<file path="config.mk">
export PLATFORM = sky130hd
export DESIGN_NAME = qmac_accum
export DESIGN_NICKNAME = d
export VERILOG_FILES = /design/src/rtl/qmac_accum.sv
export SDC_FILE = /design/constraint.sdc
export NUM_CORES = 1
export LEC_CHECK = 0
export BUFFER_PORTS_ARGS = -buffer_cell sky130_fd_sc_hd__buf_2
export CAP_MARGIN = 0
export CORE_MARGIN = 10
export CORE_UTILIZATION = 65
export CTS_CLUSTER_DIAMETER = 100
export DETAILED_ROUTE_END_ITERATION = 12
export PLACE_DENSITY = 0.9
export RECOVER_POWER = 100
export SLEW_MARGIN = 10
export SYNTH_ARGS = -nofsm -noshare
export SYNTH_HDL_FRONTEND = slang
export SYNTH_SLANG_ARGS = --single-unit
</file>
<file path="constraint.sdc">
create_clock -name i_clk -period 10.57 [get_ports i_clk]
set_input_delay 1.057 -clock i_clk [delete_from_list [all_inputs] [get_ports i_clk]]
set_output_delay 1.057 -clock i_clk [all_outputs]
set_load 0.03 [all_outputs]
</file>
<file path="src/rtl/qmac_accum.sv">
// Accumulates a run of sign-magnitude fixed-point products into a wide two's
// complement sum, then presents it as a saturated sign-magnitude result.
module qmac_accum #(
    parameter int Q     = 15,
    parameter int N     = 32,
    parameter int CNT_W = 8
) (
    input  logic             i_clk,
    input  logic             i_rst_n,
    input  logic             i_start,
    input  logic [CNT_W-1:0] i_len,
    input  logic             i_valid,
    output logic             o_ready,
    input  logic [N-1:0]     i_product,
    input  logic             i_ovr,
    output logic [N-1:0]     o_result,
    output logic             o_valid,
    input  logic             i_rdy,
    output logic             o_ovr,
    output logic             o_busy
);

    // Enough headroom for 2^CNT_W-1 full-scale terms, so the sum itself never wraps.
    localparam int ACC_W = N + CNT_W;

    if (Q > N - 1) begin : g_q_check
        $error("qmac_accum: Q must not exceed N-1");
    end

    typedef enum logic [1:0] {
        IDLE = 2'd0,
        ACC  = 2'd1,
        OUT  = 2'd2
    } state_t;

    state_t                  state_reg;
    logic signed [ACC_W-1:0] acc_reg;
    logic [CNT_W-1:0]        count_reg;
    logic [N-1:0]            result_reg;
    logic                    valid_reg;
    logic                    ready_reg;
    logic                    busy_reg;
    logic                    ovr_reg;

    logic                    accept;
    logic                    last_accept;
    logic signed [ACC_W-1:0] prod_mag_ext;
    logic signed [ACC_W-1:0] prod_tc;
    logic signed [ACC_W-1:0] acc_sum;
    logic signed [ACC_W-1:0] sum_abs;
    logic                    sum_neg;
    logic                    sum_sat;
    logic [N-2:0]            sum_mag;
    logic [N-1:0]            result_next;

    assign accept      = ready_reg & i_valid;
    assign last_accept = accept && (count_reg == CNT_W'(1));

    // Negative zero on input negates to zero, so it contributes nothing.
    assign prod_mag_ext = {{(CNT_W + 1){1'b0}}, i_product[N-2:0]};
    assign prod_tc      = i_product[N-1] ? -prod_mag_ext : prod_mag_ext;
    assign acc_sum      = acc_reg + prod_tc;

    // Sign is taken from the two's complement sum, so a zero sum is never negative.
    assign sum_neg     = acc_sum[ACC_W-1];
    assign sum_abs     = sum_neg ? -acc_sum : acc_sum;
    assign sum_sat     = |sum_abs[ACC_W-1:N-1];
    assign sum_mag     = sum_sat ? {(N - 1){1'b1}} : sum_abs[N-2:0];
    assign result_next = {sum_neg, sum_mag};

    always_ff @(posedge i_clk or negedge i_rst_n) begin
        if (!i_rst_n) begin
            state_reg  <= IDLE;
            acc_reg    <= '0;
            count_reg  <= '0;
            result_reg <= '0;
            valid_reg  <= 1'b0;
            ready_reg  <= 1'b0;
            busy_reg   <= 1'b0;
            ovr_reg    <= 1'b0;
        end else begin
            case (state_reg)
                IDLE: begin
                    if (i_start) begin
                        ovr_reg  <= 1'b0;
                        busy_reg <= 1'b1;
                        if (i_len == '0) begin
                            result_reg <= '0;
                            valid_reg  <= 1'b1;
                            state_reg  <= OUT;
                        end else begin
                            acc_reg   <= '0;
                            count_reg <= i_len;
                            ready_reg <= 1'b1;
                            state_reg <= ACC;
                        end
                    end
                end

                ACC: begin
                    if (accept) begin
                        acc_reg   <= acc_sum;
                        count_reg <= count_reg - CNT_W'(1);
                        ovr_reg   <= ovr_reg | i_ovr | (last_accept & sum_sat);
                        if (last_accept) begin
                            result_reg <= result_next;
                            ready_reg  <= 1'b0;
                            valid_reg  <= 1'b1;
                            state_reg  <= OUT;
                        end
                    end
                end

                OUT: begin
                    // A start arriving with the handshake is dropped; it must come in IDLE.
                    if (i_rdy) begin
                        valid_reg <= 1'b0;
                        busy_reg  <= 1'b0;
                        state_reg <= IDLE;
                    end
                end

                default: begin
                    state_reg <= IDLE;
                    valid_reg <= 1'b0;
                    ready_reg <= 1'b0;
                    busy_reg  <= 1'b0;
                end
            endcase
        end
    end

    assign o_ready  = ready_reg;
    assign o_valid  = valid_reg;
    assign o_busy   = busy_reg;
    assign o_ovr    = ovr_reg;
    assign o_result = result_reg;

endmodule

</file>
* Word-level counts from Yosys, hierarchy flattened
Index checks and enable logic that the tools add are counted.
** Word-level totals
- Register bits after elaboration :: 86
- Input port bits :: 46
- Output and inout bits :: 36
- Word-level logic and storage cells :: 77
** Cells by class
- Add/subtract/negate cells :: 4
- Equality and inequality tests :: 9
- Multiplexer cells :: 38
- Bitwise operators :: 6
- Reductions and logical operators :: 12
** Operator list (number)
- $mux W40 :: 5
- $mux W32 :: 4
- $pmux W40 S2 :: 1
- $pmux W32 S2 :: 1
- $add A40 B40 Y40 :: 1
- $neg A31 Y40 :: 1
- $neg A40 Y40 :: 1
- $mux W31 :: 1
- $mux W8 :: 3
- $pmux W8 S2 :: 1
- $reduce_and A5 Y1 :: 3
- $mux W1 :: 12
- $ne A2 B2 Y1 const B :: 6
- $mux W2 :: 5
- $pmux W1 S3 :: 3
- $reduce_or A9 Y1 :: 1
- $eq A8 B1 Y1 const B :: 1
- $logic_not A8 Y1 :: 1
- $reduce_and A4 Y1 :: 2
- $sub A8 B1 Y8 const B :: 1
- $pmux W2 S3 :: 1
- $reduce_and A3 Y1 :: 2
- $and A1 B1 Y1 :: 2
- $eq A2 B1 Y1 const B :: 1
- 7 further kinds :: 9

* Logic depth before layout (Yosys ltp)
- Word-level depth :: 10
- Gate-level depth with buffers :: 26
- Gate-level depth less buffers :: 23

* Worst setup path after synthesis
OpenSTA, ideal clock, no wires.
- Kind :: input to register
- Start :: input i_product[9]
- End :: register result_reg[0], in the netlist o_result[0]
- Library setup time :: 139 ps
- Arrival :: 7083 ps
- Data required time :: 10431 ps
- Setup slack :: 3349 ps
- Stages on the path :: 21
- Buffers on the path :: 2
- Cell sequence :: or4_4 -> or3_1 -> or3_1 -> or2_2 -> or4_1 -> or2_2 -> o41ai_1 -> xnor2_1 -> ha_1 -> clkbuf_1 -> nand3_1 -> a2111oi_0 -> nor3_1 -> xnor2_1 -> nor4_2 -> nand4_1 -> a2bb2o_1 -> a221o_1 -> nor3_4 -> buf_6 -> a31oi_1
** On the way
- Word-level cells in the longest chain between the ends :: 10
** RTL lines
- from (decl) :: line 14 : input logic [N-1:0] i_product,
- $neg A31 Y40 :: line 61 : assign prod_tc = i_product[N-1] ? -prod_mag_ext : prod_mag_ext;
- $mux W40 (*) :: line 61
- $add A40 B40 Y40 (*) :: line 62 : assign acc_sum = acc_reg + prod_tc;
- $neg A40 Y40 :: line 66 : assign sum_abs = sum_neg ? -acc_sum : acc_sum;
- $mux W40 (*) :: line 66
- $reduce_or A9 Y1 :: line 67 : assign sum_sat = |sum_abs[ACC_W-1:N-1];
- $mux W31 (*) :: line 68 : assign sum_mag = sum_sat ? {(N - 1){1'b1}} : sum_abs[N-2:0];
- $mux W32 (*) :: line 105 : if (last_accept) begin
- $mux W32 (*) :: line 101 : if (accept) begin
- $pmux W32 S2 (*) :: line 82 : case (state_reg)
- to (signal assigned) :: line 106 : result_reg <= result_next;
- to (decl) :: line 39 : logic [N-1:0] result_reg;
Mark *: on every way between the ends. The rest lies on a longest branch, timed or not. The select of a mux whose other input is x is not followed.
A chain may end at the register's enable or synchronous reset.

* Worst setup path in the final report
- Start :: input i_product[9]
- End :: register result_reg[29], in the netlist o_result[29]
The elaborated chain is that of the path after synthesis.

==> run summary <==
status - complete, but fails checks
violated checks - max-capacitance violations, max-slew violations
wire per inst - 19.0 um
Mapped Nets - 1072
Power Density - 391 nW/um^2
Mapped Area - 7820 um^2
Ports - 82
hpwl dp - 16.7 mm
TritonRoute pass-1 iters - 5
area leader, netlist - dfrtp_1
cts hold-fix bufs - 0
vias in the first global route - 7166
gr usage total - 0.257
Worst-path clk slew - 0.07 ns
Final #Nets - 1107
Worst Clk Skew - 0.0111 ns
Critical Path Fanout Max - 32
die extent in y - 130 um
Hold EP - acc_reg[2]
worst reg2reg path depth - 12
max cap viols - 4
WS Path Type - primary input to flip-flop
post-detailed-route count of antenna-violating nets - 0
share of cells above drive strength 1 - 0.0774
Starting DRT DRC Count - 1115
vias - 8012
largest net degree at the start of global routing - 65
first-pass GRT wire length - 35.6 mm
initial core utilization - 0.673
Yosys top cell area share - 0.275
fmax - 113 MHz
slew margin rel. - -0.635
worst hold start - acc_reg[2]
critical path arrival - 8.94 ns
synth top area cells - dfrtp_1 28%, a21oi_1 7.9%, xnor2_1 7.3%, ha_1 6.9%, o21ai_0 4.4%
crit end category - flip-flop
drt total wl - 22.1 mm
fin. max-slew vios - 180
Hold Crit Class - flip-flop to flip-flop
top_reg_cell synth - dfrtp_1
FP Rows - 39
Final Hold Vio Count - 0
Clk Latency, worst-skew pair - 0.35 ns
Area Growth Syn to Fin - 7.91%
gr ovfl total - 0
WHS Path Cells - 2
setup TNS - 0 ns
Pleak - 0.00349 uW
top cells by count, synth - 123 x a21oi_1, 89 x nand2_1, 86 x dfrtp_1
Via density - 6.88
Tightest Pin Transition - 2.45 ns
Post-synth EDFFs - 0
RSZ-0062 raised after global routing - false
warnings from Yosys - 0
Setup violations, final - 0
hold slack - 0.500 ns
CTS Buf Count - 9
die width - 130 um
FF-to-FF End - o_result[29]
register area share after synthesis - 0.275
CP Data Required Time - 10.70 ns
worst r2r src - acc_reg[10]
Final period util - 0.834
flop2flop setup slack - 4.29 ns
Die ar. - 16800 um^2
#FFs+latches synth - 86
max reg flops - 40
Worst Setup Start Kind - primary input
most common cell in the netlist - a21oi_1
H-tree Lvls - 3
Synth cell types - 75
largest buffer count on any clock path - 2
gpl congestion - 0.971
# port buffers - 81
CTS tree - built
Synth Instances - 982
Core ar. - 11600 um^2
Clock Tree Root - clkbuf_16
post-layout min period - 8.82 ns
post-CTS resize count - 0
number of antenna violations at the first check in global routing - 0
# diodes - 0
clock sink total - 86
Synth Area per Inst - 7.96 um^2
Post-CTS Setup Bufs - 0
Peak supply drop - 140 uV
async set or reset register ratio after synthesis - 1.00
DRC Markers - 0
-- where the power goes --
| group | leakage (uW) | internal [uW] | total [uW] | switching [uW] |
|---|---|---|---|---|
| logic | 0.00226 | 836 | 2340 | 1510 |
| registers | 0.00107 | 478 | 603 | 125 |
| clock network | 0.000154 | 208 | 353 | 145 |
-- metrics by stage --
stage | setup slack [ns] | cells | total power (uW) | instance area (um^2) | utilization
6_report | 1.75 | 1164 | 3300 | 8440 | 0.726
5_1_grt | 0.816 | 1164 | 3560 | 8440 | 0.726
4_1_cts | 2.36 | 1164 | 3270 | 8510 | 0.733
3_5_place_dp | 2.02 | 1149 | 2900 | 8190 | 0.705
3_3_place_gp | 2.30 | 1149 | 2830 | 8190 | 0.705
2_1_floorplan | 3.35 | 982 | 2370 | 7820 | -
-- logic make-up after synthesis --
logic type	share of synthesized area
buf+inv	0.0410
xor+xnor	0.0952
simple gates	0.192
fa+ha+maj	0.0714
compound gates	0.321
flops	0.275
mux	0.00400
-- worst max-delay path: stages --
cell	delay (ns)
clkbuf_1	0.11
or4_1	0.58
or3_1	0.34
or3_1	0.37
or2_2	0.31
or4_1	0.44
or2_2	0.33
o41ai_1	0.40
xnor2_1	0.13
ha_1	0.45
nand3_1	0.17
a2111oi_0	0.89
o31ai_1	0.21
a41oi_1	0.29
and2_0	0.74
a41oi_1	0.13
a221o_1	0.35
nor3_2	1.38
a41oi_1	0.25
-- cell usage in the layout, fill, tap and decap left out, types with 36 or more instances in the layout --
cell	n
buf_2	40
a31oi_1	36
nand2_1	89
a21oi_1	122
ha_1	43
dfrtp_1	86
o21ai_0	72
xnor2_1	65
clkbuf_1	43
nor2_1	62
-- how the worst max path moves through the flow --
stage                      start  slack [ns]  cells past startpoint           end
floorplan           i_product[9]        3.35                     21   o_result[0]
global placement    i_product[9]        2.30                     20  o_result[29]
detailed placement  i_product[9]        2.02                     20  o_result[29]
CTS                 i_product[9]        2.36                     20  o_result[29]
global route        i_product[9]        0.82                     19  o_result[29]
finish              i_product[9]        1.75                     19  o_result[29]
-- final cells by class --
| cell class | count | area, um^2 |
|---|---|---|
| multi-input cells | 818 | 5350 |
| fillers | 962 | 3180 |
| clock inverters | 6 | 96.3 |
| repair buffers | 84 | 369 |
| well taps | 143 | 179 |
| clock buffers | 9 | 225 |
| inverters | 18 | 67.6 |
| flip-flops and latches | 86 | 2150 |
-- per-layer routing --
| layer | wire (um) | vias up | track usage |
|---|---|---|---|
| li1 | - | 3773 | - |
| met1 | 10200 | 3810 | 0.378 |
| met2 | 9420 | 394 | 0.379 |
| met3 | 2090 | 35 | 0.0436 |
| met4 | 364 | 0 | 0.0694 |
| met5 | 0 | - | 0 |
No activity file was read; power rests on OpenSTA's default activity.
